`config.mk`:
```
export PLATFORM = sky130hd
export DESIGN_NAME = byte_serializer_lane
export DESIGN_NICKNAME = d
export VERILOG_FILES = /design/src/rtl/byte_serializer_lane_pkg.sv /design/src/rtl/fifo_2x32.sv /design/src/rtl/byte_serializer_lane.sv
export SDC_FILE = /design/constraint.sdc
export NUM_CORES = 1
export LEC_CHECK = 0
export CAP_MARGIN = 20
export CORE_UTILIZATION = 60
export CTS_BUF_LIST = sky130_fd_sc_hd__clkbuf_4
export DETAILED_ROUTE_END_ITERATION = 12
export PLACE_DENSITY = 0.95
export SLEW_MARGIN = 15
export SYNTH_ARGS = -nofsm -noshare
export SYNTH_HDL_FRONTEND = slang
export SYNTH_SLANG_ARGS = --single-unit
```
`constraint.sdc`:
```
create_clock -name clk_4f -period 9.51 [get_ports clk_4f]
set_input_delay 0.951 -clock clk_4f [delete_from_list [all_inputs] [get_ports clk_4f]]
set_output_delay 0.951 -clock clk_4f [all_outputs]
set_load 0.005 [all_outputs]
```
`src/rtl/byte_serializer_lane_pkg.sv`:
```
// Shared PHY lane constants: idle symbol, serializer state encodings and
// lane word geometry used by the striping and serializer blocks.
package byte_serializer_lane_pkg;

    // Lane word and symbol geometry
    localparam int DATA_W         = 32;
    localparam int BYTE_W         = 8;
    localparam int BYTES_PER_WORD = DATA_W / BYTE_W;

    // COM symbol, driven on the lane whenever no data byte is valid
    localparam logic [BYTE_W-1:0] IDLE_BYTE_DEF = 8'hBC;

    // Serializer states (kept as plain constants for legacy tools)
    localparam logic [0:0] ST_IDLE = 1'b0;
    localparam logic [0:0] ST_SEND = 1'b1;

    // Byte index of the last byte of a word
    localparam logic [1:0] LAST_IDX = 2'd3;

    // FIFO occupancy limits
    localparam logic [1:0] OCC_EMPTY = 2'd0;
    localparam logic [1:0] OCC_FULL  = 2'd2;

    typedef logic [DATA_W-1:0] lane_word_t;
    typedef logic [BYTE_W-1:0] lane_byte_t;

endpackage

```
`src/rtl/fifo_2x32.sv`:
```
// Two-entry in-order word buffer between the striping stage and the lane
// serializer. Push and pop on the same edge keep occupancy unchanged; a pop
// only ever removes an entry that existed before the edge.
module fifo_2x32
    import byte_serializer_lane_pkg::*;
#(
    parameter int DATA_W_P = DATA_W
)
(
    input  logic                clk_4f,
    input  logic                reset,
    input  logic                push,
    input  logic                pop,
    input  logic [DATA_W_P-1:0] din,
    output logic [DATA_W_P-1:0] head,
    output logic                full,
    output logic                empty
);

    logic [DATA_W_P-1:0] mem_p0 [2];
    logic                wr_ptr;
    logic                rd_ptr;
    logic [1:0]          occ;
    logic                do_push;
    logic                do_pop;

    // Occupancy update, held logically at 2 when full and at 0 when empty
    function automatic logic [1:0] next_occ(input logic [1:0] cur,
                                            input logic       inc,
                                            input logic       dec);
        logic [1:0] nxt;
        nxt = cur;
        case ({inc, dec})
            2'b10:   nxt = (cur == OCC_FULL)  ? cur : cur + 2'd1;
            2'b01:   nxt = (cur == OCC_EMPTY) ? cur : cur - 2'd1;
            default: nxt = cur;
        endcase
        return nxt;
    endfunction

    assign full    = (occ == OCC_FULL);
    assign empty   = (occ == OCC_EMPTY);
    assign do_push = push & ~full;
    assign do_pop  = pop & ~empty;
    assign head    = mem_p0[rd_ptr];

    // Pointer and occupancy control; entries are discarded by clearing occupancy
    always_ff @(posedge clk_4f or posedge reset) begin
        if (reset) begin
            wr_ptr <= 1'b0;
            rd_ptr <= 1'b0;
            occ    <= OCC_EMPTY;
        end else begin
            if (do_push) begin
                wr_ptr <= ~wr_ptr;
            end
            if (do_pop) begin
                rd_ptr <= ~rd_ptr;
            end
            occ <= next_occ(occ, do_push, do_pop);
        end
    end

    // Word storage, data only, no reset needed
    always_ff @(posedge clk_4f) begin
        if (do_push) begin
            mem_p0[wr_ptr] <= din;
        end
    end

endmodule

```
`src/rtl/byte_serializer_lane.sv`:
```
// One PHY lane: buffers 32-bit lane words from demux_striping and emits
// them MSB-first as a gapless byte stream, one byte per clk_4f cycle.
// The idle symbol fills the lane whenever no word is in flight.
module byte_serializer_lane
    import byte_serializer_lane_pkg::*;
#(
    parameter logic [BYTE_W-1:0] IDLE_BYTE = IDLE_BYTE_DEF
)
(
    input  logic              clk_4f,
    input  logic              reset,
    input  logic [DATA_W-1:0] data_in,
    input  logic              valid_in,
    output logic              ready_out,
    output logic [BYTE_W-1:0] data_out,
    output logic              valid_out
);

    logic              fifo_full;
    logic              fifo_empty;
    logic [DATA_W-1:0] fifo_head;
    logic              push;
    logic              pop;
    logic              last_byte;
    logic [0:0]        state;
    logic [1:0]        idx;
    logic [DATA_W-1:0] word_p1;

    // Byte i of a word, counting from the most significant byte
    function automatic logic [BYTE_W-1:0] byte_sel(input logic [DATA_W-1:0] w,
                                                   input logic [1:0]        i);
        logic [BYTE_W-1:0] b;
        case (i)
            2'd0:    b = w[4*BYTE_W-1 -: BYTE_W];
            2'd1:    b = w[3*BYTE_W-1 -: BYTE_W];
            2'd2:    b = w[2*BYTE_W-1 -: BYTE_W];
            default: b = w[1*BYTE_W-1 -: BYTE_W];
        endcase
        return b;
    endfunction

    // Ready depends only on registered occupancy and reset, never on valid_in
    assign ready_out = ~reset & ~fifo_full;
    assign push      = valid_in & ready_out;

    // Pop when idle, or on the last byte so the next word follows without a gap
    assign last_byte = (state == ST_SEND) && (idx == LAST_IDX);
    assign pop       = ~fifo_empty & ((state == ST_IDLE) | last_byte);

    fifo_2x32 #(
        .DATA_W_P (DATA_W)
    ) u_fifo (
        .clk_4f (clk_4f),
        .reset  (reset),
        .push   (push),
        .pop    (pop),
        .din    (data_in),
        .head   (fifo_head),
        .full   (fifo_full),
        .empty  (fifo_empty)
    );

    // Serializer FSM and registered lane output
    always_ff @(posedge clk_4f or posedge reset) begin
        if (reset) begin
            state     <= ST_IDLE;
            idx       <= 2'd0;
            valid_out <= 1'b0;
            data_out  <= IDLE_BYTE;
        end else if (pop) begin
            state     <= ST_SEND;
            idx       <= 2'd0;
            valid_out <= 1'b1;
            data_out  <= byte_sel(fifo_head, 2'd0);
        end else if ((state == ST_SEND) && !last_byte) begin
            state     <= ST_SEND;
            idx       <= idx + 2'd1;
            valid_out <= 1'b1;
            data_out  <= byte_sel(word_p1, idx + 2'd1);
        end else begin
            state     <= ST_IDLE;
            idx       <= 2'd0;
            valid_out <= 1'b0;
            data_out  <= IDLE_BYTE;
        end
    end

    // Word being serialized, captured as it leaves the FIFO
    always_ff @(posedge clk_4f) begin
        if (pop) begin
            word_p1 <= fifo_head;
        end
    end

endmodule

```
==> qor.yml <==
ys_warn_count: 0
synth.top_cell.area_share: 0.688
peakVddDrop_mv: 0.132
syn-cell-area_um2: 4190
cts.sinks: 111
yosys-top-cells-area: "edfxtp_1, mux2_2, dfrtp_1"
crit_chain: "clkdlybuf4s50_1, nor2_1, clkdlybuf4s50_1"
die_h_um: 85.6
grt_usage: 0.198
cts_setup_buffers: 0
route.detailed.drc: 0
cts_hold_buf: 0
syn_avg_cell_area_um2: 18.9
grt_pass1_vias: 2101
critPathLaunchType: "input pin"
start_util: 0.621
crit_buf_inv: 2
rsz0062_at_grt: "false"
clk_latency_ps: 430
yosysTopAreaCell: "edfxtp_1"
final_core_util: 0.714
grt_max_degree: 33
vias_per_cell: 5.71
cp_slowest_cell: "clkdlybuf4s50_1"
critPathMaxFanout: 4
worstPathRequired_ps: 8560
hold_viol: 0
timing.rr.start: "idx[0]"
synth_fp_nets: 262
wirelength_um: 6670
synth_most_common_cell: "edfxtp_1"
first_pass_iters: 4
n_fill_cell: 408
hold-path-cell-count: 1
die_w_um: 85.6
vias: 2037
synthToLayoutAreaGrowth_pct: 15.1
drtAntennaViolNets: 0
power_density_nw_per_um2: 277
path_delay_family: "buffers and inverters"
finalPower_mw: 1.34
arrival_ps: 2020
drt-wirelength-per-cell_um: 18.7
drive_above_1_share: 0.227
placed_cell_area_um2: 4700
port_buffers: 44
rr_worst_depth: 4
pre_cts_ws_ps: 6540
synthFlopType: "edfxtp_1"
maxSlewViolCount: 0
die_area_um2: 7330
min-delay-start: "u_fifo.wr_ptr"
cts_tree: "done"
n_antenna_cell: 0
drt_iter0_markers: 178
grt.overflow.total: 0
holdPathEnd: "u_fifo.wr_ptr"
setup-tns-final_ps: 0
core_area_um2: 6760
hold_ws_ps: 536
rows: 30
tightest_slew_ps: 622
layout.nets: 312
synth_common_cells: "edfxtp_1, mux2_2, dfrtp_1, a21oi_1, inv_1"
final_cell_count_no_fill: 357
final_cell_area_um2: 4830
cts_buffers: 9
slew_headroom: 0.584
synthArstFlopShare: 0.135
hold_class: "flip-flop to flip-flop"
clockBufferDepth: 2
ys_ff_latch: 111
total_leakage_power_nw: 1.67
netlist_instances: 222
antenna_found_initial: 0
place_hpwl_um: 4290
pin_count: 45
ys_seq_area_frac: 0.779
criticalPathCategory: "input pin to output port"
end_kind: "output port"
synth_edf_count: 96
clk_pin_slew_ps: 140
htreeDepth: 3
layout_setup_ws_ps: 6540
fin_crit_sh: 0.313
finalCriticalPeriod_ps: 2970
fmax_mhz: 336
finalSetupViolCount: 0
fin_skew_ps: 13.0
dp.cells: 341
ys_types: 30
cp_slowest_stage_delay_ps: 500
gp_congestion: 0.734
cts-root-buf: "clkbuf_4"
r2r_setup_slack_ps: 7520
cap_violations: 0
outcome: "finished, final reports clean"
cts_resized: 0
crit_top_cell: "clkdlybuf4s50_1"
grt_first_pass_wirelength_um: 10500
r2r_end: "word_p1[30]"
## power by group
group | internal (mW) | switching (mW)
sequential | 0.678 | 0.0506
clock | 0.0845 | 0.136
combinational | 0.191 | 0.197
## layout make-up
| cell class | count | area [um^2] | share of cell area |
|---|---|---|---|
| repair buffers | 49 | 478 | 0.0990 |
| flip-flops and latches | 111 | 3260 | 0.676 |
| inverters | 8 | 30.0 | 0.00622 |
| multi-input cells | 93 | 823 | 0.171 |
| clock inverters | 5 | 48.8 | 0.0101 |
| clock buffers | 11 | 82.6 | 0.0171 |
| well taps | 80 | 100 | 0.0207 |
## sequential cells by signal, summed over array words and instances (netlist names)
register and cells:
state 1, u_fifo.wr_ptr 1, u_fifo.rd_ptr 1, idx 2, u_fifo.occ 2, u_fifo.mem_p0 64
word_p1 32, data_out 8
## routing by layer
metal | up-vias | share of wire | global-route usage | wire length (um)
li1 | 950 | - | - | -
met1 | 1013 | 0.42 | 0.265 | 2790
met2 | 65 | 0.51 | 0.322 | 3430
met3 | 9 | 0.058 | 0.0433 | 384
met4 | 0 | 0.0093 | 0.0773 | 62
met5 | - | 0 | 0 | 0
## how the worst max path moves through the flow
stage / startpoint / end / slack, ps / cells past startpoint
after floorplan: reset / u_fifo.mem_p0[0][0] / 5730 / 2
after global placement: reset / ready_out / 6550 / 3
after detailed placement: reset / ready_out / 6540 / 3
after CTS: reset / ready_out / 6530 / 3
after global routing: reset / ready_out / 6500 / 3
final: reset / ready_out / 6540 / 3
## cells by family (layout without fill, tap and decap cells)
kind of cell	after synthesis	count (layout)	share of synthesized area
XOR/XNOR	3	3	0.00627
flip-flops	111	111	0.779
AO/OA/AOI/OAI	21	21	0.0370
adder cells (fa/ha/maj)	5	5	0.0149
multiplexers	38	38	0.104
buffers and inverters	18	73	0.0263
AND/OR/NAND/NOR	26	26	0.0325
## cells in the final DEF (no fill, tap or decap)
cell | synthesis | final
mux2i_1 | 1 | 1
and2_1 | 2 | 2
nor4bb_1 | 1 | 1
clkdlybuf4s50_1 | 0 | 44
dfstp_2 | 5 | 5
nor3_1 | 6 | 5
clkinv_1 | 0 | 1
nor2_2 | 1 | 1
clkbuf_4 | 0 | 11
a22oi_1 | 3 | 3
a21oi_1 | 8 | 8
nor3_2 | 0 | 1
inv_1 | 8 | 8
o21ai_0 | 1 | 1
ha_1 | 5 | 5
bufinv_16 | 0 | 1
clkinv_2 | 0 | 3
mux2_1 | 1 | 1
xnor2_1 | 1 | 1
a32o_1 | 3 | 3
buf_4 | 1 | 5
nor2_1 | 4 | 4
dfrtp_1 | 10 | 10
nand2b_1 | 5 | 5
o211ai_1 | 1 | 1
a222oi_1 | 5 | 5
xor2_1 | 2 | 2
nor2b_1 | 2 | 2
mux2_4 | 3 | 3
nand2_1 | 5 | 5
edfxtp_1 | 96 | 96
mux2_2 | 33 | 33
(Power assumes the default switching activity.)
